### src/rtl/frodo_inst_exec.sv
// frodo_inst_exec: Frodo KEM instruction executor sequencing the SHAKE/sampler/multiplier/packer units.
// Optional busy-cycle performance counter is built when FRODO_EXEC_PERF_CNT_EN is defined.
module frodo_inst_exec #(
   parameter int BLK = 8
) (
   input  logic        i_clk,
   input  logic        i_rstn,
   input  logic        i_inst_valid,
   input  logic [7:0]  i_pc,
   input  logic [1:0]  i_mode,
   input  logic [1:0]  i_level,
   output logic        o_inst_done,
   output logic        o_inst_err,
   output logic        o_shake_start,
   output logic        o_samp_start,
   output logic        o_mul_start,
   output logic        o_pack_start,
   input  logic        i_shake_done,
   input  logic        i_samp_done,
   input  logic        i_mul_done,
   input  logic        i_pack_done,
   output logic [7:0]  o_unit_row,
   output logic        o_busy,
   output logic [31:0] o_busy_cycles
);
   typedef enum logic [2:0] {S_IDLE, S_DECODE, S_ISSUE, S_WAIT, S_DONE} state_t;
   localparam logic [2:0] OP_SHAKE = 3'b000;
   localparam logic [2:0] OP_SAMP  = 3'b001;
   localparam logic [2:0] OP_MULL  = 3'b110;
   localparam logic [2:0] OP_PACK  = 3'b011;
   // Tables are indexed by pc; entries past each table's end are never issued.
   localparam logic [7:0][2:0] KG_TBL = {OP_SHAKE, OP_SHAKE, OP_SHAKE, OP_PACK, OP_MULL, OP_SAMP, OP_SAMP, OP_SHAKE};
   localparam logic [7:0][2:0] EN_TBL = {OP_SHAKE, OP_PACK, OP_SHAKE, OP_PACK, OP_MULL, OP_MULL, OP_SAMP, OP_SHAKE};
   localparam logic [7:0][2:0] DE_TBL = {OP_SHAKE, OP_PACK, OP_MULL, OP_MULL, OP_SAMP, OP_SHAKE, OP_PACK, OP_MULL};
   localparam logic [7:0] ROWS0 = 8'(640 / BLK);
   localparam logic [7:0] ROWS1 = 8'(976 / BLK);
   localparam logic [7:0] ROWS2 = 8'(1344 / BLK);
   state_t          r_state, w_next;
   logic [7:0]      r_pc, r_rows, r_row;
   logic [1:0]      r_mode, r_level, w_unit;
   logic [2:0]      r_op, w_op;
   logic [3:0]      r_start;
   logic            r_err, r_done, r_inst_err, r_busy;
   logic [7:0][2:0] w_tbl;
   logic [7:0]      w_lim, w_rows;
   logic            w_ill, w_sel_done, w_last;
   always_comb begin
      w_tbl      = (r_mode == 2'd0) ? KG_TBL : (r_mode == 2'd1) ? EN_TBL : DE_TBL;
      w_lim      = (r_mode == 2'd0) ? 8'd5 : (r_mode == 2'd1) ? 8'd6 : 8'd7;
      w_ill      = (r_mode == 2'd3) || (r_level == 2'd3) || (r_pc > w_lim);
      w_op       = w_tbl[r_pc[2:0]];
      w_rows     = (r_level == 2'd0) ? ROWS0 : (r_level == 2'd1) ? ROWS1 : ROWS2;
      w_sel_done = (r_op[1:0] == 2'd0) ? i_shake_done : (r_op[1:0] == 2'd1) ? i_samp_done :
                   (r_op[1:0] == 2'd2) ? i_mul_done : i_pack_done;
      w_last     = !(r_op[2] && (r_row < r_rows - 8'd1));
      w_unit     = (r_state == S_DECODE) ? w_op[1:0] : r_op[1:0];
   end
   always_comb begin
      w_next = r_state;
      case (r_state)
         S_IDLE:   w_next = i_inst_valid ? S_DECODE : S_IDLE;
         S_DECODE: w_next = w_ill ? S_DONE : S_ISSUE;
         S_ISSUE:  w_next = S_WAIT;
         S_WAIT:   w_next = w_sel_done ? (w_last ? S_DONE : S_ISSUE) : S_WAIT;
         S_DONE:   w_next = S_IDLE;
         default:  w_next = S_IDLE;
      endcase
   end
   always_ff @(posedge i_clk) begin
      if (!i_rstn) r_state <= S_IDLE;
      else         r_state <= w_next;
   end
   // Outputs are registered from the next state so they line up with the state they describe.
   always_ff @(posedge i_clk) begin
      if (!i_rstn) begin
         r_pc       <= '0;
         r_mode     <= '0;
         r_level    <= '0;
         r_op       <= '0;
         r_rows     <= '0;
         r_row      <= '0;
         r_err      <= 1'b0;
         r_start    <= '0;
         r_done     <= 1'b0;
         r_inst_err <= 1'b0;
         r_busy     <= 1'b0;
      end else begin
         if (r_state == S_IDLE && i_inst_valid) begin
            r_pc    <= i_pc;
            r_mode  <= i_mode;
            r_level <= i_level;
            r_row   <= '0;
         end
         if (r_state == S_DECODE) begin
            r_op   <= w_op;
            r_rows <= w_rows;
            r_err  <= w_ill;
         end
         if (r_state == S_WAIT && w_sel_done && !w_last) r_row <= r_row + 8'd1;
         if (r_state == S_DONE) r_err <= 1'b0;
         r_start    <= (w_next == S_ISSUE) ? 4'(4'b1 << w_unit) : 4'b0;
         r_done     <= (w_next == S_DONE);
         r_inst_err <= (w_next == S_DONE) && ((r_state == S_DECODE) ? w_ill : r_err);
         r_busy     <= (w_next != S_IDLE);
      end
   end
   assign o_inst_done   = r_done;
   assign o_inst_err    = r_inst_err;
   assign o_shake_start = r_start[0];
   assign o_samp_start  = r_start[1];
   assign o_mul_start   = r_start[2];
   assign o_pack_start  = r_start[3];
   assign o_unit_row    = r_row;
   assign o_busy        = r_busy;
`ifdef FRODO_EXEC_PERF_CNT_EN
   logic [31:0] r_cnt;
   always_ff @(posedge i_clk) begin
      if (!i_rstn)                            r_cnt <= '0;
      else if (r_busy && r_cnt != '1)         r_cnt <= r_cnt + 32'd1;
   end
   assign o_busy_cycles = r_cnt;
`else
   assign o_busy_cycles = '0;
`endif
endmodule

### config.mk
export PLATFORM = sky130hd
export DESIGN_NAME = frodo_inst_exec
export DESIGN_NICKNAME = d
export VERILOG_FILES = /design/src/rtl/frodo_inst_exec.sv
export SDC_FILE = /design/constraint.sdc
export NUM_CORES = 1
export LEC_CHECK = 0
export ABC_AREA = 0
export CORE_MARGIN = 4
export CORE_UTILIZATION = 45
export CTS_BUF_LIST = sky130_fd_sc_hd__clkbuf_4 sky130_fd_sc_hd__clkbuf_8
export DETAILED_ROUTE_END_ITERATION = 8
export GPL_ROUTABILITY_DRIVEN = 0
export MAX_ROUTING_LAYER = met4
export PLACE_DENSITY = 0.73
export SLEW_MARGIN = 40
export SYNTH_ARGS = -nofsm -noshare
export SYNTH_HDL_FRONTEND = slang
export SYNTH_SLANG_ARGS = --single-unit
### constraint.sdc
create_clock -name i_clk -period 3 [get_ports i_clk]
set_input_delay 0.6 -clock i_clk [delete_from_list [all_inputs] [get_ports i_clk]]
set_output_delay 0.6 -clock i_clk [all_outputs]
set_load 0.02 [all_outputs]
# [Word level (Yosys, flattened, before mapping)]
# Cells that the tools add are included.
[totals] out_inout_bits=47 word_cells=66 ff_bits=42
[classes] mux=20 shifts=1 addsub=2 n_reduce_logical=15 n_bitwise=1 n_lt_le_gt_ge=3 n_eq_ne=12
[op_table] op="$mux W8" count=4
[op_table] op="$mux W20" count=1
[op_table] op="$mux W18" count=1
[op_table] op="$mux W3" count=4
[op_table] op="$pmux W3 S4" count=1
[op_table] op="$bmux W3 S3" count=1
[op_table] op="$eq A3 B2 Y1 const B" count=3
[op_table] op="$add A8 B1 Y8 const B" count=1
[op_table] op="$gt A8 B3 Y1" count=1
[op_table] op="$lt A8 B8 Y1" count=1
[op_table] op="$sub A8 B1 Y8 const B" count=1
[op_table] op="$eq A2 B1 Y1 const B" count=3
[op_table] op="$eq A2 B2 Y1 const B" count=3
[op_table] op="$eq A3 B3 Y1 const B" count=2
[op_table] op="$logic_not A2 Y1" count=3
[op_table] op="$mux W1" count=6
[op_table] op="$logic_and A1 B1 Y1" count=5
[op_table] op="$lt A3 B4 Y1 const B" count=1
[op_table] op="$mux W2" count=2
[op_table] op="$shl A1 B2 Y4 const A" count=1
[op_table] op="$eq A3 B1 Y1 const B" count=1
[op_table] op="$logic_not A3 Y1" count=1
[op_table] op="$reduce_bool A3 Y1" count=1
[op_table] op="$logic_or A1 B1 Y1" count=2
[op_table] op="4 further kinds" count=4

# [Longest topological paths before layout]
[logic_depth] ltp_word=9 mapped_depth=9 ltp_nobuf=9

# [Least setup slack after synthesis]
# OpenSTA, ideal clock, no wires.
[synth_path] path_kind="reg2reg" from="register r_rows[1]" to="register r_row[0] (netlist: o_unit_row[0])" t_arrival_ps=2066 setup_time_ps=69 slack_ps=865 synth_period_minus_slack_ps=2135 t_required_ps=2931 path_stages_with_launch=9 n_path_buf=0 cell_sequence="dfxtp_1 -> inv_1 -> ha_1 -> ha_1 -> a211oi_2 -> o21ai_1 -> a21o_1 -> or4_1 -> o21ai_1"
[synth_via] elab_chain_len=5 elab_cells_between_ends=6
[synth_rtl] element="start, declared" line="39" text="logic [7:0] r_pc, r_rows, r_row;"
[synth_rtl] element="start signal, assigned" line="96" text="r_rows <= w_rows;"
[synth_rtl] element="$sub A8 B1 Y8 *" line="55" text="w_last = !(r_op[2] && (r_row < r_rows - 8'd1));"
[synth_rtl] element="$lt A8 B8 Y1 *" line="55"
[synth_rtl] element="$logic_and A1 B1 Y1 *" line="55"
[synth_rtl] element="$logic_and A1 B1 Y1 *" line="99" text="if (r_state == S_WAIT && w_sel_done && !w_last) r_row <= r_row + 8'd1;"
[synth_rtl] element="$mux W8 / $reduce_bool A2 Y1 (equally long branches)"
[synth_rtl] element="end signal, assigned" line="99"
[synth_rtl] element="end, declared" line="39"
# Every way passes the cells marked *; elsewhere a longest branch is shown, timed or not.
# A chain may end at the register's enable or synchronous reset.

# [Worst setup path in the final report]
[layout_path] from="register r_rows[1]" to="register r_row[6] (netlist: o_unit_row[6])"
# The elaborated chain is that of the path after synthesis.

==> flow_summary_export.csv <==
group,metric,value,unit
status,outcome,"completed",
floorplanning,die_area,0.00606,mm2
setup_path,crit_path_end_kind,"flip-flop",
setup_path,critPathKind,"flip-flop to flip-flop",
synth,synthArstFlopShare,0,%
synth,synth_edf_count,0,
global_routing,grt_first_pass_wirelength,7480,um
sta,finClkSkew,0.00647,ns
final_layout,diodes,0,
synth,ys_types,48,
final_layout,drive_gt1_share,6.54,%
pwr,ir_drop,0.000215,V
setup_path,cp_data_required_time,3.17,ns
clocking,h-tree-depth,2,
synth,synth_top_family_by_area,"simple AND/OR/NAND/NOR gates",
final_layout,register_area,761,um2
synth,syn_area,0.00219,mm2
setup_path,cp.arrival,2.52,ns
global_routing,grt.total_usage,15.7,%
clocking,cts_made_buffers,5,
floorplanning,core_region_area,0.00472,mm2
final_layout,multiInputGateArea,0.00124,mm2
sta,finalHoldViolCount,0,
routing,drt_iter0_markers,92,
routing,first_pass_iters,4,
sta,period_share,78.4,%
clocking,path_clk_slew,0.08,ns
synth,synth_compound_gate_area_share,20.0,%
routing,wire_per_inst,12.6,um
flow_run,drv_cap,0,
synth,syn_inst,271,
final_layout,nNetsFinal,335,
synth,synth_warnings,0,
sta,setup_tns,0,ns
synth,yosysSeqAreaShare,34.7,%
clocking,post_cts_resized,0,
floorplanning,std_cell_rows,25,
synth,synth_fa_ha_area_share,6.27,%
setup_path,path_cells,"inv_1, ha_1, ha_1, a211oi_2, o21ai_1, a21o_1, o21ai_1, o21ai_1",
floorplanning,die_x,77.8,um
pwr,power.density,489,mW/mm2
sta,fin_crit,2.35,ns
synth,synthSimpleGateAreaFrac,22.3,%
synth,synth_ff_type,"dfxtp_1",
sta,fmax,425,MHz
clocking,ctsHoldBuffers,0,
floorplanning,initial_core_util,46.5,%
final_layout,fillers,463,
global_routing,grt_overflow,0,
setup_path,crit_slowest_cell,"dfxtp_1",
clocking,cts-root-buf,"clkbuf_8",
synth,ys_top_cells_by_area,"dfxtp_1 35%, buf_4 11%, nand2_1 7.2%",
setup_path,max_stage_delay,0.42,ns
synth,synthXorXnorAreaFrac,1.20,%
placement,detailedPlacementHpwl,3610,um
min_path,min_path_type,"flip-flop to flip-flop",
routing,via_count,1896,
clocking,post_cts_buffers,0,
synth,synth-seq-cells,38,
setup_path,start_kind,"flip-flop",
final_layout,syn_to_final_growth,16.8,%
placement,io_buffer_count,33,
final_layout,final_common_cell,"nand2_1",
routing,drtAntennaViolNets,0,
final_layout,postLayoutCoreUtil,54.3,%
clocking,clock_sinks,38,
setup_path,path_max_fanout,7,
setup_path,r2r_slack,0.65,ns
synth,synth_top_cell_by_area,"dfxtp_1",
routing,remaining_drc_errors,0,
global_routing,antenna_found_initial,0,
setup_path,crit_path_frequent_cell,"o21ai_1",
clocking,cts_tree,"built",
floorplanning,num_io_pins,66,
sta,rsz0062_at_grt,"no",
synth,synth.avg_cell_area,8.10,um2
sta,slew_violations,0,
pwr,leakagePower,1.03,nW
routing,routed_wl,4700,um
global_routing,grt_max_degree,19,
routing,via_per_inst,5.08,
clocking,insertion_delay,0.29,ns
floorplanning,dieHeight,77.8,um
final_layout,mostFrequentLayoutCells,"42 x nand2_1, 38 x dfxtp_1, 33 x clkdlybuf4s50_1",
sta,final-setup-viol-count,0,
clocking,cts_buffer_depth,2,
synth,synth_mux_area_share,1.48,%
synth,synth_top_area_share,34.7,%
global_routing,grt_pass1_vias,1625,
metal layers:
metal | vias to the layer above | routed length [um] | global-route usage (%)
met2 | 59 | 2290 | 26.2
met5 | - | 0 | -
met1 | 877 | 2080 | 18.9
li1 | 953 | - | -
met4 | 0 | 70 | 5.34
met3 | 7 | 263 | 3.13
synthesized netlist by cell type (2+ instances only):
library cell,number
a21o_1,3
a21oi_1,26
a31oi_1,3
and3_1,5
buf_4,32
clkbuf_1,6
dfxtp_1,38
ha_1,11
inv_1,5
inv_2,2
nand2_1,42
nand2b_1,4
nand3_1,4
nor2_1,17
nor2b_1,3
nor3_1,11
nor3b_1,4
o2111a_1,2
o211ai_1,9
o21a_1,4
o21ai_0,2
o21ai_1,10
xnor2_1,3
critical path: cells and delay by family (launching register included):
kind	cells	cell delay (ns)
buffers and inverters	1	0.08
AO/OA/AOI/OAI	5	1.12
adder cells (fa/ha/maj)	2	0.60
flip-flops	1	0.42
registers in the layout (all words and copies together), names as in the netlist:
signal / flops
r_op: 3
r_pc: 8
o_inst_done: 1
r_state: 3
r_level: 2
r_err: 1
o_unit_row: 8
r_start: 4
o_inst_err: 1
o_busy: 1
r_rows: 4
r_mode: 2
final timing paths:
| check | from | endpoint | cells past startpoint |
|---|---|---|---|
| setup / recovery | r_rows[1]$_SDFFE_PN0P_ | o_unit_row[6]$_SDFFE_PN0P_ | 8 |
| hold / removal | r_pc[7]$_SDFFE_PN0P_ | r_pc[7]$_SDFFE_PN0P_ | 2 |
| hold reg to reg | r_pc[7]$_SDFFE_PN0P_ | r_pc[7]$_SDFFE_PN0P_ | 2 |
| setup reg to reg | r_rows[1]$_SDFFE_PN0P_ | o_unit_row[6]$_SDFFE_PN0P_ | 8 |
where the power goes:
part,internal [mW],switching [mW]
registers,0.541,0.0366
logic,0.120,0.186
clock network,0.195,0.178
total,0.855,0.400
cell type report:
class	count	area share, %
Clock buffer	7	3.51
Timing Repair Buffer	36	13.8
Tap cell	67	3.27
Clock inverter	1	0.195
Sequential cell	38	29.7
Multi-Input combinational cell	217	48.6
Inverter	7	1.02
logic make-up (layout without fill, tap and decap cells):
family                   count (synthesis)  after routing
AND/OR/NAND/NOR                        101            101
AO/OA/AOI/OAI                           68             68
buffers and inverters                   47             51
flip-flops                              38             38
adder cells (fa/ha/maj)                 11             11
XOR/XNOR                                 3              3
multiplexers                             2              2
other                                    1             32
per-stage QoR:
step	cells	hold WS [ns]	setup slack [ns]	power, mW	area, um2
after detailed placement	365	0.449	0.643	0.893	2470
after global placement	365	0.446	0.726	0.885	2470
final	373	0.458	0.649	1.25	2560
after CTS	373	0.459	0.645	1.26	2560
after global routing	373	0.477	0.501	1.32	2560
after floorplan	302	0.436	0.865	0.842	2310
(Power assumes the default switching activity.)
